--- src/rtl/ifetch_queue_pkg.sv ---
// ---------------------------------------------------------------------------
// ifetch_queue_pkg
// Shared types for the fetch front end.
//   XLEN / ILEN    : default address and instruction widths
//   fetch_entry_t  : one queued {pc, instr} pair handed to the decoder
//   fetch_state_t  : fetch controller state (BOOT after reset, then RUN)
// ---------------------------------------------------------------------------
package ifetch_queue_pkg;

  localparam int unsigned XLEN = 32;
  localparam int unsigned ILEN = 32;

  typedef struct packed {
    logic [XLEN-1:0] pc;
    logic [ILEN-1:0] instr;
  } fetch_entry_t;

  typedef enum logic {
    BOOT,
    RUN
  } fetch_state_t;

endpackage

--- src/rtl/ifetch_queue_sync_fifo.sv ---
// ---------------------------------------------------------------------------
// sync_fifo
// Circular-buffer queue holding fetched {pc, instr} entries.
//   clk, reset  : clock, synchronous active-high reset
//   clear_i     : drop all entries (pointers and count return to zero)
//   push_i      : write data_i at the tail
//   data_i      : entry to write
//   pop_i       : retire the head entry (ignored when empty)
//   data_o      : head entry, read straight from the storage registers
//   count_o     : number of valid entries
//   full_o      : count_o == DEPTH
//   empty_o     : count_o == 0
// ---------------------------------------------------------------------------
module sync_fifo #(
  parameter int unsigned WIDTH = 64,
  parameter int unsigned DEPTH = 4
) (
  input  logic                       clk,
  input  logic                       reset,
  input  logic                       clear_i,
  input  logic                       push_i,
  input  logic [WIDTH-1:0]           data_i,
  input  logic                       pop_i,
  output logic [WIDTH-1:0]           data_o,
  output logic [$clog2(DEPTH):0]     count_o,
  output logic                       full_o,
  output logic                       empty_o
);
  import ifetch_queue_pkg::*;

  localparam int unsigned PW = $clog2(DEPTH);
  localparam int unsigned CW = PW + 1;

  logic [WIDTH-1:0] mem_q [DEPTH];
  logic [PW-1:0]    wr_ptr_q;
  logic [PW-1:0]    rd_ptr_q;
  logic [CW-1:0]    count_q;
  logic             do_push;
  logic             do_pop;

  assign empty_o = (count_q == '0);
  assign full_o  = (count_q == CW'(DEPTH));
  assign count_o = count_q;
  assign data_o  = mem_q[rd_ptr_q];

  // A pop on an empty queue is ignored. A push into a full queue is only
  // accepted when the head leaves in the same cycle, so the count stays put.
  assign do_pop  = pop_i & ~empty_o;
  assign do_push = push_i & (~full_o | do_pop);

  // Pointer and occupancy bookkeeping. DEPTH is a power of two, so letting
  // the pointers overflow their natural width wraps them modulo DEPTH.
  always_ff @(posedge clk) begin
    if (reset || clear_i) begin
      wr_ptr_q <= '0;
      rd_ptr_q <= '0;
      count_q  <= '0;
    end else begin
      if (do_push) wr_ptr_q <= wr_ptr_q + PW'(1);
      if (do_pop)  rd_ptr_q <= rd_ptr_q + PW'(1);
      case ({do_push, do_pop})
        2'b10:   count_q <= count_q + CW'(1);
        2'b01:   count_q <= count_q - CW'(1);
        default: count_q <= count_q;
      endcase
    end
  end

  // Storage needs no reset: the count decides which slots are meaningful.
  always_ff @(posedge clk) begin
    if (do_push && !clear_i && !reset) begin
      mem_q[wr_ptr_q] <= data_i;
    end
  end

endmodule

--- src/rtl/ifetch_queue.sv ---
// ---------------------------------------------------------------------------
// ifetch_queue
// Decoupled fetch front end: issues word-aligned icache requests, tracks
// in-flight requests, queues returned instructions with their PCs and hands
// them to the decoder. An execute-stage flush redirects fetch and discards
// responses that belong to requests issued before the flush.
//   clk, reset      : clock, synchronous active-high reset
//   reset_adr_i     : boot PC, sampled while reset is high
//   icache_req_v_o  : request valid, held until icache_gnt_i
//   icache_adr_o    : request address
//   icache_gnt_i    : request accepted this cycle
//   icache_rsp_v_i  : in-order response valid
//   icache_instr_i  : response instruction
//   flush_v_q_i     : redirect from execute
//   pc_data_q_i     : redirect target (low two bits ignored)
//   instr_v_q_o     : queue head valid
//   instr_q_o       : queue head instruction
//   pc_q_o          : queue head PC
//   dec_ready_i     : decoder takes the head this cycle
// ---------------------------------------------------------------------------
module ifetch_queue #(
  parameter int unsigned XLEN    = ifetch_queue_pkg::XLEN,
  parameter int unsigned ILEN    = ifetch_queue_pkg::ILEN,
  parameter int unsigned DEPTH   = 4,
  parameter int unsigned MAX_OUT = 2
) (
  input  logic            clk,
  input  logic            reset,
  input  logic [XLEN-1:0] reset_adr_i,
  output logic            icache_req_v_o,
  output logic [XLEN-1:0] icache_adr_o,
  input  logic            icache_gnt_i,
  input  logic            icache_rsp_v_i,
  input  logic [ILEN-1:0] icache_instr_i,
  input  logic            flush_v_q_i,
  input  logic [XLEN-1:0] pc_data_q_i,
  output logic            instr_v_q_o,
  output logic [ILEN-1:0] instr_q_o,
  output logic [XLEN-1:0] pc_q_o,
  input  logic            dec_ready_i
);
  import ifetch_queue_pkg::*;

  localparam int unsigned CW = $clog2(DEPTH) + 1;
  localparam int unsigned OW = $clog2(MAX_OUT + 1);

  fetch_state_t         state_q, state_d;
  logic [XLEN-1:0]      req_pc_q, req_pc_d;
  logic [XLEN-1:0]      rsp_pc_q, rsp_pc_d;
  logic [OW-1:0]        out_q, out_d;
  logic [OW-1:0]        drop_q, drop_d;

  logic                 run;
  logic                 req_v;
  logic                 gnt_fire;
  logic                 rsp_fire;
  logic                 push;
  logic                 pop;
  logic [OW-1:0]        live;
  logic [XLEN-1:0]      flush_pc;
  logic [XLEN+ILEN-1:0] head;
  logic [CW-1:0]        count;
  logic                 fifo_full;
  logic                 fifo_empty;

  // State register: reset always lands in BOOT, which lasts exactly one
  // cycle so the boot PC is settled before the first request goes out.
  always_ff @(posedge clk) begin
    if (reset) state_q <= BOOT;
    else       state_q <= state_d;
  end

  // Next-state logic: BOOT hands over to RUN, RUN stays until reset.
  always_comb begin
    state_d = state_q;
    case (state_q)
      BOOT:    state_d = RUN;
      RUN:     state_d = RUN;
      default: state_d = BOOT;
    endcase
  end

  // Output logic: everything is quiet unless we are in RUN with reset low.
  // A request needs room for its eventual response: queued entries plus
  // live (non-discarded) requests must stay below DEPTH, so a push can never
  // land on a full queue.
  always_comb begin
    run = 1'b0;
    if (!reset && state_q == RUN) run = 1'b1;
    req_v = run & ~flush_v_q_i
          & ((32'(count) + 32'(live)) < DEPTH)
          & (32'(out_q) < MAX_OUT);
    icache_req_v_o = req_v;
    icache_adr_o   = run ? req_pc_q : '0;
    instr_v_q_o    = run & ~fifo_empty;
    instr_q_o      = run ? head[ILEN-1:0] : '0;
    pc_q_o         = run ? head[XLEN+ILEN-1:ILEN] : '0;
  end

  assign live     = out_q - drop_q;
  assign flush_pc = pc_data_q_i & ~XLEN'(3);
  assign gnt_fire = req_v & icache_gnt_i;
  assign rsp_fire = run & icache_rsp_v_i;
  assign push     = rsp_fire & ~flush_v_q_i & (drop_q == '0);
  assign pop      = instr_v_q_o & dec_ready_i & ~flush_v_q_i;

  // PC and request-tracking next state. On a flush every request still in
  // flight becomes stale; a response arriving in the flush cycle itself is
  // one of them, so it is dropped immediately and not counted again.
  always_comb begin
    req_pc_d = req_pc_q;
    rsp_pc_d = rsp_pc_q;
    out_d    = out_q;
    drop_d   = drop_q;
    if (flush_v_q_i) begin
      req_pc_d = flush_pc;
      rsp_pc_d = flush_pc;
      out_d    = out_q - OW'(rsp_fire);
      drop_d   = out_q - OW'(rsp_fire);
    end else begin
      if (gnt_fire) req_pc_d = req_pc_q + XLEN'(4);
      if (push)     rsp_pc_d = rsp_pc_q + XLEN'(4);
      if (rsp_fire && drop_q != '0) drop_d = drop_q - OW'(1);
      case ({gnt_fire, rsp_fire})
        2'b10:   out_d = out_q + OW'(1);
        2'b01:   out_d = out_q - OW'(1);
        default: out_d = out_q;
      endcase
    end
  end

  // PC and counter registers; reset reloads both PCs from the boot address
  // and forgets anything in flight.
  always_ff @(posedge clk) begin
    if (reset) begin
      req_pc_q <= reset_adr_i;
      rsp_pc_q <= reset_adr_i;
      out_q    <= '0;
      drop_q   <= '0;
    end else begin
      req_pc_q <= req_pc_d;
      rsp_pc_q <= rsp_pc_d;
      out_q    <= out_d;
      drop_q   <= drop_d;
    end
  end

  sync_fifo #(
    .WIDTH (XLEN + ILEN),
    .DEPTH (DEPTH)
  ) u_queue (
    .clk     (clk),
    .reset   (reset),
    .clear_i (flush_v_q_i),
    .push_i  (push),
    .data_i  ({rsp_pc_q, icache_instr_i}),
    .pop_i   (pop),
    .data_o  (head),
    .count_o (count),
    .full_o  (fifo_full),
    .empty_o (fifo_empty)
  );

  // The credit check must make these impossible.
  assert property (@(posedge clk) disable iff (reset) !(push && fifo_full && !pop));
  assert property (@(posedge clk) disable iff (reset) 32'(out_q) <= MAX_OUT);
  assert property (@(posedge clk) disable iff (reset) !(rsp_fire && out_q == '0));

endmodule

--- config.mk ---
export PLATFORM = sky130hd
export DESIGN_NAME = ifetch_queue
export DESIGN_NICKNAME = d
export VERILOG_FILES = /design/src/rtl/ifetch_queue_pkg.sv /design/src/rtl/ifetch_queue_sync_fifo.sv /design/src/rtl/ifetch_queue.sv
export SDC_FILE = /design/constraint.sdc
export NUM_CORES = 1
export LEC_CHECK = 0
export ABC_AREA = 1
export BUFFER_PORTS_ARGS = -buffer_cell sky130_fd_sc_hd__buf_2
export CAP_MARGIN = 20
export CORE_UTILIZATION = 52
export DETAILED_ROUTE_END_ITERATION = 10
export HOLD_SLACK_MARGIN = 0.12
export PLACE_DENSITY = 0.82
export SETUP_SLACK_MARGIN = 0.15
export SLEW_MARGIN = 20
export SYNTH_ARGS = -nofsm -noshare
export SYNTH_HDL_FRONTEND = slang
export SYNTH_SLANG_ARGS = --single-unit
--- constraint.sdc ---
create_clock -name clk -period 13.1 [get_ports clk]
set_input_delay 2.62 -clock clk [delete_from_list [all_inputs] [get_ports clk]]
set_output_delay 2.62 -clock clk [all_outputs]
set_load 0.1 [all_outputs]
==> summary.txt, run 1 <==
I/O Buffers = 197
DRC errors left = 0
Clock Skews = 0.0147 ns
WL per Instance = 17.2 um
number of synthesized flops with an enable pin = 318
Worst-Skew Late Latency = 0.51 ns
Reg clk slew, reported paths = 0.06 ns
Hold WC Path Type = reg -> reg
Worst Setup Path Type = in -> out
Area Growth Syn to Fin = 16.9%
# IOs = 200
CTS tree = done
Ys Warns = 0
Chip Width = 173 um
met1 Resource Use GR = 32.9%
Tcrit/Tclk final = 61.1%
largest net degree at the start of global routing = 109
Post-synth ARST share = 0%
DIE AREA = 29800 um2
pre-CTS WS = 5.12 ns
final hold vios = 0
Synthesized Nets = 1597
worst hold path stage count = 2
post-route ant nets = 0
final wirelength = 35.7 mm
relative slew slack = 33.6%
Mapped Area = 15200 um2
initial antenna violation count = 0
post-cts sizing count = 0
post-route design area = 17700 um2
Fillers = 2293
post-synthesis sequential area ratio = 64.8%
most used routing layer in global routing = met2
cts bufs inserted = 34
met2 track demand over resource = 39.7%
Worst Setup Slack, final = 5.09 ns
unrepaired setup endpoints after global routing = false
first-pass GRT wire length = 56.4 mm
synthesized flop and latch total = 332
r2r worst-path depth = 10
CORE AREA = 28700 um2
FF+latch area = 9830 um2
GRT met3 Usage = 2.88%
Die Ht = 173 um
gr ovfl total = 0
footprint of the multi-input gates = 4730 um2
final setup TNS = 0 ns
CP arrival = 5.39 ns
Period minus WS final = 8.01 ns
Via Count = 11437
GP Congestion = 0.938
Nets = 1776
Max Cap Viol = 0
Initial Utilization = 52.8%
CTS Buffer Depth = 3
final slew viol count = 0
num rows = 62
via/cell ratio = 5.52
final core utilization = 61.8%
hold buffers post-CTS = 0
achievable clock frequency = 125 MHz
maximum vdd drop = 0.0765 mV
CTS H-tree depth = 2
Sink Count = 332
Post-Place Cell Area = 16500 um2
crit start category = input pin
flop-to-flop setup slack = 9.93 ns
Post-CTS Setup Inserts = 0
root buffer cell = clkbuf_16
vias in the first global route = 10950
result of the run = finished, final reports clean
worst path required time = 10.48 ns
dpl hpwl = 22.1 mm
layout cells sized above 1 = 18.1%
1st-pass router iterations = 5
Cell Pwr Density = 142 nW/um2
Worst Max-Slew Pin Slew = 0.995 ns
main flop type after synthesis = edfxtp_1
Total Routing Usage GR = 24.0%
worst-path maximum fanout = 69
crit end category = output port
Final setup viols = 0
Synth cell types = 39
Static Leak = 6.92 nW
cell count after synthesis = 1484
Synth Area per Inst = 10.2 um2
DR iter-0 viols = 1028
## placed cells by master, fill, tap and decap left out, drive strengths merged, types with 26 or more instances in the layout
cell / netlist / routed
buf: 38 / 209
o21ai: 167 / 167
edfxtp: 318 / 318
nand3: 45 / 45
clkbuf: 28 / 39
a22oi: 28 / 28
nor2: 379 / 379
a21oi: 78 / 78
nand2: 204 / 204
inv: 94 / 95
xor2: 26 / 26
## report_power, final
| group | internal, mW | total [mW] | switching, mW |
|---|---|---|---|
| Clock | 0.656 | 1.05 | 0.396 |
| Combinational | 0.0519 | 0.225 | 0.173 |
| Sequential | 1.20 | 1.24 | 0.0399 |
| Total | 1.91 | 2.52 | 0.609 |
## final cells by class
class,count,area share (%)
inverter,95,2.02
multi-input combinational,991,26.7
tap,384,2.71
timing repair buffer,209,6.09
clock buffer,39,5.08
antenna,1,0.0141
sequential,332,55.5
clock inverter,22,1.91
## synthesized netlist by cell type, types with 17 or more instances
| master | instances | area (um2) |
|---|---|---|
| nor2_1 | 367 | 1380 |
| edfxtp_1 | 318 | 9550 |
| nand2_1 | 199 | 747 |
| o21ai_0 | 163 | 816 |
| inv_1 | 88 | 330 |
| a21oi_1 | 77 | 385 |
| nand3_1 | 40 | 200 |
| a22oi_1 | 28 | 210 |
| clkbuf_1 | 28 | 105 |
| xor2_1 | 26 | 228 |
| buf_2 | 20 | 100 |
| nand4_1 | 18 | 113 |
| buf_1 | 17 | 63.8 |
## worst max-delay path: stages
cell and delay [ns]:
buf_2 0.51, clkinv_2 0.41, nand2_4 0.38, buf_4 0.80, a21oi_1 0.21, buf_2 0.37
## final timing paths
kind,start,endpoint
max,reset,pc_q_o[17]
min,u_queue.wr_ptr_q[0],u_queue.wr_ptr_q[0]
max reg2reg,state_q,u_queue.mem_q[2][54]
min reg2reg,u_queue.wr_ptr_q[0],u_queue.wr_ptr_q[0]
## cell families after synthesis
kind of cell | count (synthesis) | synth area share [%]
fa+ha+maj | 11 | 0.957
simple gates | 670 | 18.4
compound gates | 283 | 10.0
xor+xnor | 27 | 1.56
flops | 332 | 64.8
buf+inv | 161 | 4.21
## registers in the layout (all words and copies together), names as in the netlist, named ones only
register and flops:
u_queue.mem_q 256, u_queue.count_o 3, u_queue.rd_ptr_q 2, u_queue.wr_ptr_q 2, rsp_pc_q 31, drop_q 2
out_q 2, state_q 1, req_pc_q 31
## metal layers
metal	up-vias	part of all wire [%]
met5	-	0
met4	0	2.9
met3	90	7.8
met2	516	47
met1	5372	42
li1	5459	-
## per-stage QoR
step / power [mW] / std cells / hold WS, ns
floorplan: 1.42 / 1484 / 0.473
global placement: 1.48 / 2011 / 0.490
detailed placement: 1.49 / 2011 / 0.508
CTS: 2.54 / 2072 / 0.517
global route: 2.59 / 2072 / 0.544
finish: 2.52 / 2073 / 0.515
(Power assumes the default switching activity.)
==> inputs of run 2 (changes only) <==
--- a/config.mk
+++ b/config.mk
@@ -11,7 +11,7 @@
 export CORE_UTILIZATION = 52
 export DETAILED_ROUTE_END_ITERATION = 10
 export HOLD_SLACK_MARGIN = 0.12
-export PLACE_DENSITY = 0.82
+export PLACE_DENSITY = 0.85
 export SETUP_SLACK_MARGIN = 0.15
 export SLEW_MARGIN = 20
 export SYNTH_ARGS = -nofsm -noshare
==> constraint.sdc (replaced) <==
create_clock -name clk -period 6.6 [get_ports clk]
set_input_delay 1.32 -clock clk [delete_from_list [all_inputs] [get_ports clk]]
set_output_delay 1.32 -clock clk [all_outputs]
set_load 0.1 [all_outputs]
==> run 2 against run 1 <==
Effect of this change:
- core utilization is 0.42 points lower
- critical endpoint is now instr_q_o[25]
- worst setup slack got worse by 3.6 ns
- design area fell by 0.68%
- register-to-register slack got worse by 6.3 ns
- sequential cell count stayed put
- first-iteration DRC count rose by 6.3%
- global-route usage is 0.34 points higher
- critical path depth unchanged
- sequential share of layout area grew 0.38 points
- die area did not move
- clock power grew 83%
==> summary.txt, run 2 (synthesis results as in run 1) <==
post-route ant nets = 0
fin cells = 2074
Worst Max-Slew Pin Slew = 0.959 ns
CORE AREA = 28700 um2
result of the run = finished, final reports clean
Nets = 1781
worst path required time = 5.28 ns
Worst path max stage delay = 0.69 ns
via/cell ratio = 5.62
Via Count = 11660
root buffer cell = clkbuf_16
r2r worst-path depth = 9
post-cts sizing count = 0
cts bufs inserted = 35
Post-Place Cell Area = 16500 um2
num rows = 62
post-route design area = 17600 um2
Worst Setup Path Type = in -> out
unrepaired setup endpoints after global routing = false
flop-to-flop setup slack = 3.64 ns
Final setup viols = 0
end of the worst hold path = u_queue.wr_ptr_q[0]
initial antenna violation count = 1
crit-path cells = buf_2 > clkinv_2 > nand2_4 > buf_4 > a21oi_1 > buf_2
vias in the first global route = 11032
GP Congestion = 0.943
WL per Instance = 17.7 um
Max Cap Viol = 0
commonest cells after routing, fill and taps aside = 362 x nor2_1, 318 x edfxtp_1, 199 x nand2_1, 197 x buf_2, 163 x o21ai_0
worst-path maximum fanout = 56
cell mode on critical path = buf_2
Worst Hold Launch = u_queue.wr_ptr_q[0]
final setup TNS = 0 ns
1st-pass router iterations = 5
CP arrival = 3.76 ns
relative slew slack = 36.1%
DIE AREA = 29800 um2
Period minus WS final = 5.08 ns
number of flip-flops in the largest register = 256
gr ovfl total = 0
Tcrit/Tclk final = 77.0%
final wirelength = 36.7 mm
Initial Utilization = 52.8%
DRC errors left = 0
crit start category = input pin
layout cells sized above 1 = 17.9%
Cell Pwr Density = 275 nW/um2
hold buffers post-CTS = 0
Clock Skews = 0.0218 ns
slowest CP cell = nand2_4
Total Routing Usage GR = 24.3%
Top reg by flops = u_queue.mem_q
Die Ht = 173 um
# IOs = 200
DR iter-0 viols = 1093
worst hold path stage count = 2
CTS tree = done
commonest non-fill, non-tap cell in the layout = nor2_1
dpl hpwl = 23.4 mm
CTS Buffer Depth = 3
I/O Buffers = 197
largest registers = u_queue.mem_q x256, req_pc_q x31, rsp_pc_q x31
final hold vios = 0
largest net degree at the start of global routing = 88
Area Growth Syn to Fin = 16.1%
Fillers = 2232
crit end category = output port
CTS H-tree depth = 2
first-pass GRT wire length = 57.2 mm
ant diodes = 0
Sink Count = 332
Chip Width = 173 um
Post-CTS Setup Inserts = 0
post-placement cell count = 2015
achievable clock frequency = 197 MHz
Static Leak = 6.88 nW
maximum vdd drop = 0.159 mV
FF-to-FF Start = state_q
Hold WC Path Type = reg -> reg
Worst-Skew Late Latency = 0.52 ns
Reg clk slew, reported paths = 0.06 ns
R2R Path End = u_queue.mem_q[1][23]
final slew viol count = 0
[run 2: cell types whose count changed in the layout (fill, tap and decap cells not counted), moves of 2 or more]
cell and change:
clkbuf_1 +3, clkinv_8 -2, clkinv_2 +3, clkinv_4 -2, buf_4 +5, bufinv_16 -4
[run 2: routing by layer]
| layer | GRT usage [%] | part of all wire [%] |
|---|---|---|
| met3 | 3.56 | 9.1 |
| met4 | 9.48 | 2.9 |
| met2 | 40.5 | 48 |
| met5 | 0 | 0.035 |
| met1 | 32.3 | 40 |
[run 2: where the power goes]
part           switching (mW)  internal (mW)  leakage [nW]
clock network           0.784           1.13         0.544
registers              0.0800           2.39          3.07
logic                   0.346          0.103          3.26
total                    1.21           3.63          6.88
[run 2: stage by stage]
step,hold slack [ns],utilization (%),total power [mW],worst slack (ns)
5_1_grt,0.525,61.3,4.98,1.33
3_5_place_dp,0.497,57.5,2.95,1.53
6_report,0.509,61.3,4.84,1.52
3_3_place_gp,0.487,57.5,2.94,1.59
4_1_cts,0.506,61.3,4.85,1.53
2_1_floorplan,0.473,-,2.81,0.543
[run 2: final cells by class]
class                      count  area (um2)  share of cell area [%]
clock buffer                  41         898                    5.10
inverter                      95         359                    2.04
sequential                   332        9830                    55.9
clock inverter                18         203                    1.15
timing repair buffer         213        1110                    6.28
multi-input combinational    991        4720                    26.8
tap                          384         480                    2.73
[run 2: critical path, delay by kind of cell]
kind,cells,cell delay [ns]
and+or+nand+nor,1,0.69
buffers and inverters,4,1.58
AOI/OAI and AO/OA,1,0.09
[run 2: worst max-delay path by stage]
stage               start        endpoint  slack [ns]  depth (start not counted)
global route        reset    instr_q_o[7]        1.33                          6
floorplan           reset  icache_req_v_o        0.54                          5
CTS                 reset       pc_q_o[3]        1.53                          6
detailed placement  reset       pc_q_o[3]        1.53                          6
global placement    reset       pc_q_o[3]        1.59                          6
finish              reset   instr_q_o[25]        1.52                          6
==> inputs of run 3 (changes only) <==
--- a/config.mk
+++ b/config.mk
@@ -5,7 +5,7 @@
 export SDC_FILE = /design/constraint.sdc
 export NUM_CORES = 1
 export LEC_CHECK = 0
-export ABC_AREA = 1
+export ABC_AREA = 0
 export BUFFER_PORTS_ARGS = -buffer_cell sky130_fd_sc_hd__buf_2
 export CAP_MARGIN = 20
 export CORE_UTILIZATION = 52
==> constraint.sdc (replaced) <==
create_clock -name clk -period 4.1 [get_ports clk]
set_input_delay 0.82 -clock clk [delete_from_list [all_inputs] [get_ports clk]]
set_output_delay 0.82 -clock clk [all_outputs]
set_load 0.1 [all_outputs]
==> run 3 against run 2 <==
Effect of this change:
- cell count decreased by 26%
- design area shrank 2.1%
- clock skew hardly changed
- global-route usage shrank 3.1 points
- worst hold slack improved by 0.010 ns
- count of clock-buffer cells in the layout grew 3
- register-to-register slack worse by 2.2 ns
- critical path depth up 2
- critical path type is now reg -> out
- synthesized cell count decreased by 37%
- first-iteration DRC count shrank 35%
- core utilization up 2.1 points
- worst setup slack worse by 0.70 ns
==> summary.txt, run 3 <==
Synth cell types = 57
Synthesized Nets = 1049
final slew viol count = 0
I/O Buffers = 197
Fillers = 1992
cts bufs inserted = 35
number of synthesized flops with an enable pin = 318
Via Count = 8718
Worst path max stage delay = 0.42 ns
hold_ws = 0.519 ns
Ys Warns = 0
1st-pass router iterations = 6
achievable clock frequency = 304 MHz
ant diodes = 0
r2r worst-path depth = 4
CTS Buffer Depth = 3
worst hold path stage count = 2
commonest non-fill, non-tap cell in the layout = edfxtp_1
WL per Instance = 19.5 um
dominant cells by area after synthesis = edfxtp_1 66%, mux4_2 9.9%, and2_1 4.5%
dpl hpwl = 19.7 mm
end of the worst hold path = u_queue.rd_ptr_q[1]
cell count after synthesis = 936
Synth Area per Inst = 15.6 um2
Die Ht = 169 um
Worst Max-Slew Pin Slew = 1.01 ns
worst-path maximum fanout = 3
Nets = 1257
Static Leak = 6.09 nW
initial antenna violation count = 0
relative slew slack = 31.7%
largest registers = u_queue.mem_q x256, req_pc_q x31, rsp_pc_q x31
Max Cap Viol = 0
Sink Count = 332
final wirelength = 30.1 mm
Chip Width = 169 um
slowest CP cell = buf_2
final setup TNS = 0 ns
crit end category = output port
number of flip-flops in the largest register = 256
Cell Pwr Density = 452 nW/um2
largest net degree at the start of global routing = 96
crit start category = register
unrepaired setup endpoints after global routing = false
cell taking the most area after synthesis = edfxtp_1
Worst Setup Path Type = reg -> out
R2R Path End = u_queue.mem_q[0][46]
critical path's top delay family = buffers and inverters
DIE AREA = 28700 um2
Area Growth Syn to Fin = 18.4%
Mapped Area = 14600 um2
post-route ant nets = 0
Worst-Skew Late Latency = 0.51 ns
WP depth = 8
worst path required time = 3.28 ns
synth cell count leaders = 318 x edfxtp_1, 105 x and2_1, 64 x mux4_2
final hold vios = 0
gr ovfl total = 0
flop-to-flop setup slack = 1.41 ns
post-synthesis sequential area ratio = 67.5%
area fraction of the dominant cell type after synthesis = 65.6%
root buffer cell = clkbuf_16
commonest cells after routing, fill and taps aside = 318 x edfxtp_1, 197 x buf_2, 101 x and2_1, 64 x mux4_2, 53 x nand2_1
Period minus WS final = 3.29 ns
layout cells sized above 1 = 29.7%
maximum vdd drop = 0.233 mV
Clock Skews = 0.0222 ns
synthesized flop and latch total = 332
Total Routing Usage GR = 21.2%
DR iter-0 viols = 712
CTS H-tree depth = 2
GP Congestion = 0.862
Initial Utilization = 53.6%
post-cts sizing count = 0
Hold WC Path Type = reg -> reg
num rows = 60
CP arrival = 2.47 ns
first-pass GRT wire length = 46.5 mm
Reg clk slew, reported paths = 0.06 ns
CP Buf/Inv Count = 2
Worst Hold Launch = u_queue.rd_ptr_q[1]
DRC errors left = 0
CTS tree = done
Post-CTS Setup Inserts = 0
main flop type after synthesis = edfxtp_1
Post-synth ARST share = 0%
hold buffers post-CTS = 0
result of the run = finished, final reports clean
Tcrit/Tclk final = 80.1%
Final setup viols = 0
CORE AREA = 27200 um2
vias in the first global route = 8640
via/cell ratio = 5.65
crit-path cells = inv_1 > ha_1 > xnor2_1 > xnor2_1 > ha_1 > nor4_1 > and3_1 > buf_2
FF-to-FF Start = state_q
top-count cell post-synth = edfxtp_1
# IOs = 200
Top reg by flops = u_queue.mem_q
==> run 3: cell types whose count changed in the layout (fill, tap and decap cells not counted), moves of 15 or more <==
| cell | delta |
|---|---|
| a21oi_1 | -70 |
| and2_1 | +101 |
| inv_1 | -73 |
| mux4_2 | +64 |
| nand2_1 | -146 |
| nor2_1 | -331 |
| nor4_1 | +15 |
| o21ai_0 | -112 |
| xnor2_1 | +28 |
==> run 3: power by group <==
part           switching (mW)  internal, mW  leakage (nW)
sequential              0.134          3.85          3.07
combinational           0.489         0.189          2.47
clock                    1.24          1.90         0.556
total                    1.86          5.93          6.09
==> run 3: metal layers <==
| metal | track usage, % | vias up | share of wire, % |
|---|---|---|---|
| met2 | 35.2 | 415 | 49 |
| met5 | 0 | - | 0 |
| met1 | 29.2 | 4246 | 42 |
| met3 | 3.64 | 46 | 7.1 |
| li1 | - | 4011 | - |
| met4 | 5.76 | 0 | 1.6 |
==> run 3: layout make-up <==
class / instances / area [um2] / area share (%)
timing repair buffer: 218 / 1230 / 7.15
tap: 372 / 465 / 2.70
inverter: 16 / 60.1 / 0.349
clock buffer: 44 / 952 / 5.53
clock inverter: 19 / 195 / 1.13
sequential: 332 / 9840 / 57.1
multi-input combinational: 541 / 4490 / 26.1
==> run 3: logic make-up after synthesis <==
| logic type | Yosys count | synth area share (%) |
|---|---|---|
| buf+inv | 63 | 1.74 |
| compound gates | 110 | 4.54 |
| fa+ha+maj | 11 | 0.997 |
| mux | 67 | 10.1 |
| simple gates | 291 | 11.3 |
| flops | 332 | 67.5 |
| xor+xnor | 62 | 3.73 |
==> run 3: worst max-delay path by stage <==
stage          startpoint                    to  slack, ns
2_1_floorplan       reset   u_queue.mem_q[1][0]       0.41
3_3_place_gp        reset  u_queue.mem_q[0][59]       0.95
3_5_place_dp        reset  u_queue.mem_q[0][60]       0.88
6_report         out_q[0]        icache_req_v_o       0.81
4_1_cts          register             pc_q_o[0]       0.76
5_1_grt          out_q[0]        icache_req_v_o       0.65
==> run 3: metrics by stage <==
step / util [%] / power [mW] / instance area [um2] / setup slack [ns] / instances
finish: 63.4 / 7.79 / 17200 / 0.814 / 1542
global route: 63.4 / 8.03 / 17200 / 0.654 / 1542
CTS: 63.4 / 7.84 / 17200 / 0.759 / 1542
detailed placement: 59.2 / 4.72 / 16100 / 0.879 / 1479
global placement: 59.2 / 4.70 / 16100 / 0.951 / 1479
floorplan: - / 4.51 / 14600 / 0.413 / 936
==> run 3: worst register-to-register path, stage by stage, from the launching register on <==
cell and delay [ns]:
dfxtp_1 0.48, nand2b_1 0.31, nor4_2 0.67, and2_4 0.57
buf_4 0.35
